File: src/rtl/loader_pkg.sv
// -----------------------------------------------------------------------------
// loader_pkg
// Shared definitions for the serial word loader:
//   LOADER_WIDTH   default assembled word width
//   cnt_width()    width of a bit-count field able to hold 0..width
//   shift_state_e  shift-side state (FILL accepting bits, FULL awaiting output)
// -----------------------------------------------------------------------------
package loader_pkg;

   localparam int LOADER_WIDTH = 32;

   // A count field must represent the value WIDTH itself, hence width+1.
   function automatic int cnt_width(input int width);
      return $clog2(width + 1);
   endfunction

   typedef enum logic {
      SHIFT_FILL = 1'b0,
      SHIFT_FULL = 1'b1
   } shift_state_e;

endpackage : loader_pkg

File: src/rtl/word_out_slice.sv
// -----------------------------------------------------------------------------
// word_out_slice
// Single-entry output register with valid/ready handshake. The parent only
// asserts load_i when the slot is empty or is being drained on this edge.
// Ports:
//   clk, rst   clock, asynchronous active-high reset
//   load_i     write data_i into the slot at this edge
//   data_i     payload to store (DW bits)
//   ready_i    downstream accepts the held payload
//   valid_o    slot holds a payload
//   data_o     held payload, stable while valid_o && !ready_i
// -----------------------------------------------------------------------------
module word_out_slice #(
   parameter int DW = 39
) (
   input  logic          clk,
   input  logic          rst,
   input  logic          load_i,
   input  logic [DW-1:0] data_i,
   input  logic          ready_i,
   output logic          valid_o,
   output logic [DW-1:0] data_o
);

   logic          valid_q, valid_d;
   logic [DW-1:0] data_q,  data_d;

   always_comb begin
      // NOTE: every combinational output gets a default before any branch, so
      // no path leaves it unassigned and no latch is inferred.
      valid_d = valid_q;
      data_d  = data_q;
      if (load_i) begin
         // A load on the same edge as a transfer keeps valid high: no bubble.
         valid_d = 1'b1;
         data_d  = data_i;
      end else if (ready_i) begin
         valid_d = 1'b0;
      end
   end

   // NOTE: sequential state is updated with non-blocking assignments so every
   // register samples its inputs from before the edge.
   always_ff @(posedge clk or posedge rst) begin
      if (rst) begin
         valid_q <= 1'b0;
         data_q  <= '0;
      end else begin
         valid_q <= valid_d;
         data_q  <= data_d;
      end
   end

   assign valid_o = valid_q;
   assign data_o  = data_q;

endmodule : word_out_slice

File: src/rtl/serial_word_loader.sv
// -----------------------------------------------------------------------------
// serial_word_loader
// Assembles an LSB-first serial bit stream into words of up to WIDTH bits.
// A word ends when WIDTH bits have been accepted or on a bit flagged s_last.
// A shift register collects bits; a separate one-entry output register
// (word_out_slice) presents finished words, so one word can be held in each.
// Ports:
//   clk, rst   clock, asynchronous active-high reset
//   s_valid    serial bit offered        s_ready  loader accepts a bit (registered)
//   s_bit      serial data bit           s_last   bit is the final one of a frame
//   m_valid    word available            m_ready  downstream accepts the word
//   m_word     assembled word, unfilled upper bits zero
//   m_count    number of valid bits in m_word (1..WIDTH)
//   m_short    m_count < WIDTH
// -----------------------------------------------------------------------------
module serial_word_loader
   import loader_pkg::*;
#(
   parameter int WIDTH = LOADER_WIDTH,
   parameter int CNT_W = cnt_width(WIDTH)
) (
   input  logic             clk,
   input  logic             rst,
   input  logic             s_valid,
   output logic             s_ready,
   input  logic             s_bit,
   input  logic             s_last,
   output logic             m_valid,
   input  logic             m_ready,
   output logic [WIDTH-1:0] m_word,
   output logic [CNT_W-1:0] m_count,
   output logic             m_short
);

   // Output payload layout: {short, count, word}.
   localparam int                DW       = WIDTH + CNT_W + 1;
   localparam logic [CNT_W-1:0]  CNT_FULL = CNT_W'(WIDTH);

   shift_state_e     state_q,   state_d;
   logic [WIDTH-1:0] shift_q,   shift_d;
   logic [CNT_W-1:0] cnt_q,     cnt_d;
   logic             s_ready_q, s_ready_d;

   logic             bit_accept;
   logic             out_free;
   logic [CNT_W-1:0] cnt_inc;
   logic [WIDTH-1:0] shift_ins;
   logic             word_done;
   logic             load;
   logic [DW-1:0]    load_data;
   logic [DW-1:0]    out_data;

   assign bit_accept = s_valid && s_ready_q;
   // The output slot can take a word if empty or draining on this edge.
   assign out_free   = !m_valid || m_ready;
   assign cnt_inc    = cnt_q + 1'b1;
   // cnt_q < WIDTH whenever a bit is accepted, so the shift stays in range.
   assign shift_ins  = shift_q | ({{(WIDTH-1){1'b0}}, s_bit} << cnt_q);
   assign word_done  = bit_accept && (s_last || (cnt_inc == CNT_FULL));

   always_comb begin
      state_d   = state_q;
      shift_d   = shift_q;
      cnt_d     = cnt_q;
      load      = 1'b0;
      load_data = {(cnt_q < CNT_FULL), cnt_q, shift_q};

      unique case (state_q)
         SHIFT_FILL: begin
            if (word_done) begin
               if (out_free) begin
                  // Finished word bypasses the shift register straight into
                  // the output slot; the next bit starts a fresh word.
                  load      = 1'b1;
                  load_data = {(cnt_inc < CNT_FULL), cnt_inc, shift_ins};
                  shift_d   = '0;
                  cnt_d     = '0;
               end else begin
                  // Output slot busy: park the finished word here.
                  state_d = SHIFT_FULL;
                  shift_d = shift_ins;
                  cnt_d   = cnt_inc;
               end
            end else if (bit_accept) begin
               shift_d = shift_ins;
               cnt_d   = cnt_inc;
            end
         end

         SHIFT_FULL: begin
            // The slot is always valid here, so m_ready alone marks a transfer;
            // the parked word replaces it on the same edge.
            if (out_free) begin
               load    = 1'b1;
               state_d = SHIFT_FILL;
               shift_d = '0;
               cnt_d   = '0;
            end
         end

         default: state_d = SHIFT_FILL;
      endcase
   end

   // s_ready is a register of the next shift state, so it never depends
   // combinationally on m_ready.
   assign s_ready_d = (state_d == SHIFT_FILL);

   always_ff @(posedge clk or posedge rst) begin
      if (rst) begin
         state_q   <= SHIFT_FILL;
         shift_q   <= '0;
         cnt_q     <= '0;
         s_ready_q <= 1'b0;
      end else begin
         state_q   <= state_d;
         shift_q   <= shift_d;
         cnt_q     <= cnt_d;
         s_ready_q <= s_ready_d;
      end
   end

   word_out_slice #(
      .DW (DW)
   ) u_word_out_slice (
      .clk     (clk),
      .rst     (rst),
      .load_i  (load),
      .data_i  (load_data),
      .ready_i (m_ready),
      .valid_o (m_valid),
      .data_o  (out_data)
   );

   assign s_ready = s_ready_q;
   assign m_word  = out_data[WIDTH-1:0];
   assign m_count = out_data[WIDTH +: CNT_W];
   assign m_short = out_data[DW-1];

endmodule : serial_word_loader

File: config.mk
export PLATFORM = sky130hd
export DESIGN_NAME = serial_word_loader
export DESIGN_NICKNAME = d
export VERILOG_FILES = /design/src/rtl/loader_pkg.sv /design/src/rtl/word_out_slice.sv /design/src/rtl/serial_word_loader.sv
export SDC_FILE = /design/constraint.sdc
export NUM_CORES = 1
export LEC_CHECK = 0
export ABC_AREA = 1
export CORE_ASPECT_RATIO = 1.1
export CORE_MARGIN = 1.5
export CORE_UTILIZATION = 30
export DETAILED_ROUTE_END_ITERATION = 8
export GPL_TIMING_DRIVEN = 0
export HOLD_SLACK_MARGIN = 0.15
export PLACE_DENSITY_LB_ADDON = 0.05
export SLEW_MARGIN = 5
export SYNTH_ARGS = -nofsm -noshare
export SYNTH_HDL_FRONTEND = slang
export SYNTH_SLANG_ARGS = --single-unit
File: constraint.sdc
create_clock -name clk -period 3.2 [get_ports clk]
set_input_delay 0.32 -clock clk [delete_from_list [all_inputs] [get_ports clk]]
set_output_delay 0.32 -clock clk [all_outputs]
set_load 0.05 [all_outputs]
==> metrics.md, run 1 <==
| Metric | Value |
|---|---|
| Clk sinks | 80 |
| Combinational family with the most area after synthesis | simple AND/OR/NAND/NOR gates |
| Vias in the first global route | 3,580 |
| VDD IR max | 369 uV |
| Max-Slew Margin vs Limit | 32.2% |
| Busiest layer in global routing | met2 |
| Final worst-path setup slack | 830 ps |
| Clock buffer depth | 2 |
| Synth Area in Compound Gates | 13.4% |
| Total number of vias | 3,639 |
| Met2 Use GR | 26.5% |
| Sequential share of power | 34.9% |
| First-pass GRT wire length | 19,200 um |
| Critical path launch point type | primary input |
| RSZ-0062 raised after global routing | false |
| Clock share of power | 30.1% |
| Met1 GRT Util | 24.5% |
| HP Class | primary input to asynchronous set/reset pin |
| Place WS | 517 ps |
| Largest net degree at the start of global routing | 48 |
| Area of the core | 0.0133 mm^2 |
| Cell Int Power | 2310 uW |
| # IOs | 47 |
| Die height | 126 um |
| CP required | 3480 ps |
| Initial Util | 31.0% |
| Postcts setup bufs | 0 |
| CTS root buf | clkbuf_16 |
| PortBufs | 46 |
| Worst-Skew Late Latency | 340 ps |
| Peak Freq | 422 MHz |
| CTS tree | yes |
| DP HPWL | 8130 um |
| Max-slew violations | 0 |
| Die W | 115 um |
| Avg WL per Cell | 14.5 um |
| CTS Buf Count | 9 |
| Worst Path Max Fanout | 10 |
| Final nets | 608 |
| Post-Synth XOR/XNOR Area | 0.213% |
| CP Class | primary input to register |
| Synth warn | 0 |
| Final min period | 2370 ps |
| Mux contribution to synthesized area | 0% |
| Vias/cell | 4.61 |
| Initial antenna violation count | 0 |
| Final hold vios | 0 |
| Slowest cell on the critical path | nor2_1 |
| Max incr delay on CP | 770 ps |
| Cell mode on critical path | nand2_1 |
| Crit path cell chain | clkdlybuf4s50_1 > nand2_1 > nor2_1 > nand2_2 > clkbuf_1 > o21ai_0 > nand2_1 > nand2_1 |
| Routability cong. | 0.811 |
| Most common cell after layout, fill and taps aside | nand2_1 |
| Syn Nets | 550 |
| Fillers | 1,425 |
| Final setup violation count | 0 |
| Post-route DRC | 0 |
| Area after DPL | 0.00483 mm^2 |
| Grt met3 use | 3.03% |
| Grt total ovfl | 0 |
| Cell variety after synth | 26 |
| Outcome | completed |
| Commonest cells after routing, fill and taps aside | 178 x nand2_1, 80 x dfrtp_1, 61 x inv_1, 52 x o21ai_0, 46 x clkdlybuf4s50_1 |
| H-tree lvl count | 3 |
| Max-cap violation count | 0 |
| DIE AREA | 0.0144 mm^2 |
| Post-Synth Adder-Cell Area | 0.608% |
| GRT Resource Usage Total | 17.0% |
| Row count | 44 |
| Worst r2r path cells | 6 |
| Clock Pin Slew Worst Setup and Hold Paths | 60 ps |
| Simple-Gate Fraction of Synth Area | 27.1% |
| Sequential area share after synthesis | 48.7% |
| Comb power frac | 35.0% |
| Hold-fix buffers, CTS | 0 |
| Post-CTS resize count | 0 |
| Detail Route Antenna Nets | 0 |
| NetSw | 1430 uW |
| Power density cells | 724 mW/mm^2 |
| Fin crit share | 74.1% |
| P_leak | 0.00243 uW |
| Clk_skew | 8.62 ps |
| Detailed Route Iter0 Violations | 203 |
| Diode count | 0 |
| Avg Synthesized Cell Area | 7.59 um^2 |
| Area grow syn2layout | 25.4% |
| Number of synthesized register bits | 80 |
| Critical Path Sink Type | register |
| DRT Wirelength | 11,400 um |
| Drt first pass iters | 4 |
| Slew @ Worst Pin | 1010 ps |
| Cell Area, Synth | 0.00411 mm^2 |
| Sw Share | 38.3% |
| Design Area, Final | 0.00516 mm^2 |
| Crit path DAT | 2650 ps |
| Gate Count Post-Synth | 542 |
| Proportion of layout cells with a drive suffix above 1 | 8.93% |
==> cells in the mapped netlist <==
| cell type | n | share of area [%] |
|---|---|---|
| ha_1 | 2 | 0.61 |
| nand2_4 | 2 | 0.55 |
| o21ai_0 | 52 | 6.3 |
| inv_2 | 5 | 0.46 |
| nand2_8 | 1 | 0.49 |
| nor2_4 | 2 | 0.55 |
| nand3_2 | 1 | 0.24 |
| o21ai_1 | 11 | 1.3 |
| buf_2 | 14 | 1.7 |
| xnor2_1 | 1 | 0.21 |
| nand3_4 | 1 | 0.43 |
| nand2_2 | 4 | 0.61 |
| clkbuf_1 | 12 | 1.1 |
| inv_1 | 62 | 5.7 |
| nand3_1 | 19 | 2.3 |
| buf_6 | 4 | 1.1 |
| dfrtp_1 | 80 | 49 |
| nor2_2 | 1 | 0.15 |
| nor3_2 | 1 | 0.24 |
| nand4_1 | 8 | 1.2 |
| a21oi_1 | 2 | 0.24 |
| o22ai_1 | 36 | 5.5 |
| nand2_1 | 178 | 16 |
| nor2_1 | 40 | 3.6 |
| or2_2 | 1 | 0.15 |
| or2_1 | 2 | 0.30 |
==> flip-flops by register name, indices dropped and copies added (netlist names) <==
signal and count:
s_ready 1, u_word_out_slice.valid_o 1, shift_q 32, state_q 1
cnt_q 6, u_word_out_slice.data_o 39
==> per-stage QoR <==
stage | utilization [%] | TNS (ps) | power (uW) | std cells | hold slack [ps]
floorplan | - | 0 | 2220 | 542 | 478
global placement | 36.2 | -59280 | 2620 | 772 | 462
detailed placement | 36.4 | 0 | 2630 | 773 | 464
CTS | 38.9 | 0 | 3770 | 789 | 388
global route | 38.9 | 0 | 3950 | 789 | 410
finish | 38.9 | 0 | 3730 | 789 | 363
==> worst max-delay path, delay by kind of cell <==
| kind | cells | cell delay [ps] |
|---|---|---|
| AOI/OAI and AO/OA | 1 | 260 |
| buffers and inverters | 2 | 770 |
| and+or+nand+nor | 5 | 1290 |
==> cell type report <==
cell class / count / area, um^2 / share of cell area, %
Buffer: 30 / 160 / 3.11
Tap cell: 184 / 230 / 4.46
Clock inverter: 5 / 80.1 / 1.55
Clock buffer: 11 / 243 / 4.71
Sequential cell: 80 / 2000 / 38.8
Timing Repair Buffer: 47 / 488 / 9.46
Inverter: 67 / 254 / 4.92
Multi-Input combinational cell: 365 / 1700 / 33.0
==> power groups by stage <==
| stage | combinational (uW) | sequential (uW) | clock [uW] |
|---|---|---|---|
| 3_3_place_gp | 1310 | 1320 | 0 |
| 5_1_grt | 1420 | 1330 | 1200 |
| 3_5_place_dp | 1310 | 1320 | 0 |
| 4_1_cts | 1320 | 1300 | 1150 |
| 6_report | 1310 | 1300 | 1120 |
| 2_1_floorplan | 551 | 1670 | 0 |
==> routing by layer <==
layer | wire length, um | vias to the layer above
met5 | 0 | -
met3 | 433 | 7
li1 | - | 1841
met2 | 5180 | 72
met4 | 97 | 0
met1 | 5730 | 1719
==> worst paths after layout <==
check	startpoint	endpoint	slack (ps)
setup / recovery	s_valid	u_word_out_slice.data_o[18]$_DFFE_PP0P_	830
hold / removal	rst	u_word_out_slice.data_o[10]$_DFFE_PP0P_	360
setup reg to reg	state_q$_DFF_PP0_	u_word_out_slice.data_o[18]$_DFFE_PP0P_	920
hold reg to reg	u_word_out_slice.data_o[27]$_DFFE_PP0P_	u_word_out_slice.data_o[27]$_DFFE_PP0P_	480
max in group asynchronous	rst	u_word_out_slice.data_o[26]$_DFFE_PP0P_	2220
min in group clk	u_word_out_slice.data_o[27]$_DFFE_PP0P_	u_word_out_slice.data_o[27]$_DFFE_PP0P_	480
==> cells by family (layout without fill, tap and decap cells) <==
family,Yosys count,count (layout)
DFF,80,80
AOI/OAI and AO/OA,101,101
and+or+nand+nor,261,261
xor gates and xnor gates,1,1
buffers and inverters,97,160
adders and majority gates,2,2
No activity file was read; power rests on OpenSTA's default activity.
==> run 2: changes to the inputs <==
Clock period 3.2 ns to 2.4 ns, I/O delays scaled along.
==> metrics.md, run 2 (synthesis gave the netlist of run 1 again) <==
| Metric | Value |
|---|---|
| Dpl cells | 773 |
| Detail Route Antenna Nets | 0 |
| Clk_skew | 4.99 ps |
| Area grow syn2layout | 25.5% |
| PortBufs | 46 |
| Outcome | completed |
| Cell mode on critical path | nand2_1 |
| VDD IR max | 493 uV |
| Final hold vios | 0 |
| GRT Resource Usage Total | 17.0% |
| CTS tree | yes |
| Final min period | 2190 ps |
| Max-slew violations | 0 |
| First-pass GRT wire length | 19,200 um |
| Most common cell after layout, fill and taps aside | nand2_1 |
| Detailed Route Iter0 Violations | 209 |
| Core Util, Final | 38.9% |
| Worst Path Max Fanout | 10 |
| Critical path launch point | cnt_q[0]$_DFFE_PP0P_ |
| Grt total ovfl | 0 |
| Die height | 126 um |
| CTS Buf Count | 9 |
| Peak Freq | 456 MHz |
| Clk sinks | 80 |
| Total number of vias | 3,637 |
| Area of the core | 0.0133 mm^2 |
| P_leak | 0.00243 uW |
| CP Depth | 12 |
| Diode count | 0 |
| CP Class | register to register |
| Clock buffer depth | 2 |
| Fin cells | 789 |
| Worst-Skew Late Latency | 340 ps |
| Buf+Inv Stages, Crit Path | 1 |
| Crit path cell chain | ha_1 > nand3_1 > nand2_1 > nand3_1 > nor2_4 > nand2_4 > nand2_8 > nand2_2 > buf_2 > o21ai_0 > nand2_1 > nand2_1 |
| Row count | 44 |
| Drt first pass iters | 5 |
| DRT Wirelength | 11,400 um |
| Max-Slew Margin vs Limit | 57.2% |
| Clock Pin Slew Worst Setup and Hold Paths | 60 ps |
| Largest register FFs | 39 |
| Worst r2r src | cnt_q[0]$_DFFE_PP0P_ |
| Slowest cell on the critical path | dfrtp_1 |
| Crit path DAT | 2470 ps |
| Proportion of layout cells with a drive suffix above 1 | 9.26% |
| Fin crit share | 91.5% |
| Critical path launch point type | register |
| Post-route DRC | 0 |
| Worst reg2reg path endpoint | u_word_out_slice.data_o[7]$_DFFE_PP0P_ |
| Commonest cells after routing, fill and taps aside | 178 x nand2_1, 80 x dfrtp_1, 61 x inv_1, 52 x o21ai_0, 46 x clkdlybuf4s50_1 |
| H-tree lvl count | 3 |
| Worst r2r path cells | 12 |
| Power density cells | 965 mW/mm^2 |
| Final nets | 608 |
| Vias/cell | 4.61 |
| CTS root buf | clkbuf_16 |
| Slew @ Worst Pin | 641 ps |
| Critical Path Sink Type | register |
| Worst R2R Setup Slack | 210 ps |
| Final setup violation count | 0 |
| Max-cap violation count | 0 |
| HP Class | primary input to asynchronous set/reset pin |
| Initial antenna violation count | 0 |
| Max incr delay on CP | 450 ps |
| DP HPWL | 8130 um |
| Critical path endpoint | u_word_out_slice.data_o[7]$_DFFE_PP0P_ |
| Initial Util | 31.0% |
| Largest net degree at the start of global routing | 48 |
| Avg WL per Cell | 14.5 um |
| # IOs | 47 |
| Die W | 115 um |
| CP required | 2680 ps |
| Top Family by Delay on Critical Path | simple AND/OR/NAND/NOR gates |
| DIE AREA | 0.0144 mm^2 |
| RSZ-0062 raised after global routing | false |
| Routability cong. | 0.811 |
| Vias in the first global route | 3,580 |
[run 2: final cells by class]
type	instances	area, um^2
buffer	30	161
fill	1428	8110
clock inverter	5	80.1
multi-input combinational	365	1700
tap	184	230
timing repair buffer	47	488
clock buffer	11	243
inverter	67	254
sequential	80	2000
[run 2: routing by layer]
metal	part of all wire, %	GRT usage, %	vias up
li1	-	-	1837
met1	51	24.5	1729
met2	45	26.5	63
met4	1.0	4.12	0
met5	0	0	-
met3	3.4	3.03	8
[run 2: stage by stage]
step / TNS (ps) / hold WS [ps] / worst slack (ps) / total power, uW / instance area (um^2)
3_5_place_dp: -7910 / 464 / -203 / 3500 / 4830
3_3_place_gp: -124460 / 462 / -1470 / 3500 / 4800
5_1_grt: 0 / 330 / 32.1 / 5270 / 5160
6_report: 0 / 290 / 205 / 4980 / 5160
4_1_cts: 0 / 308 / 136 / 5030 / 5160
2_1_floorplan: 0 / 403 / 108 / 2960 / 4110
[run 2: worst min path at each step]
stage                                                   end  slack, ps  depth (start not counted)
CTS                 u_word_out_slice.data_o[12]$_DFFE_PP0P_        310                          2
finish              u_word_out_slice.data_o[10]$_DFFE_PP0P_        290                          2
global placement    u_word_out_slice.data_o[22]$_DFFE_PP0P_        460                          2
floorplan                                 s_ready$_DFF_PP0_        400                          2
global route        u_word_out_slice.data_o[12]$_DFFE_PP0P_        330                          2
detailed placement   u_word_out_slice.data_o[2]$_DFFE_PP0P_        460                          2
[run 2: where the power goes]
group	switching [uW]	internal, uW
clock network	561	938
logic	1200	542
registers	143	1590
[run 2: repair_timing]
item	4_1_cts	5_1_grt
resized for setup	0	3
buffers inserted	0	0
hold buffers	0	0
setup endpoints to repair	0	30
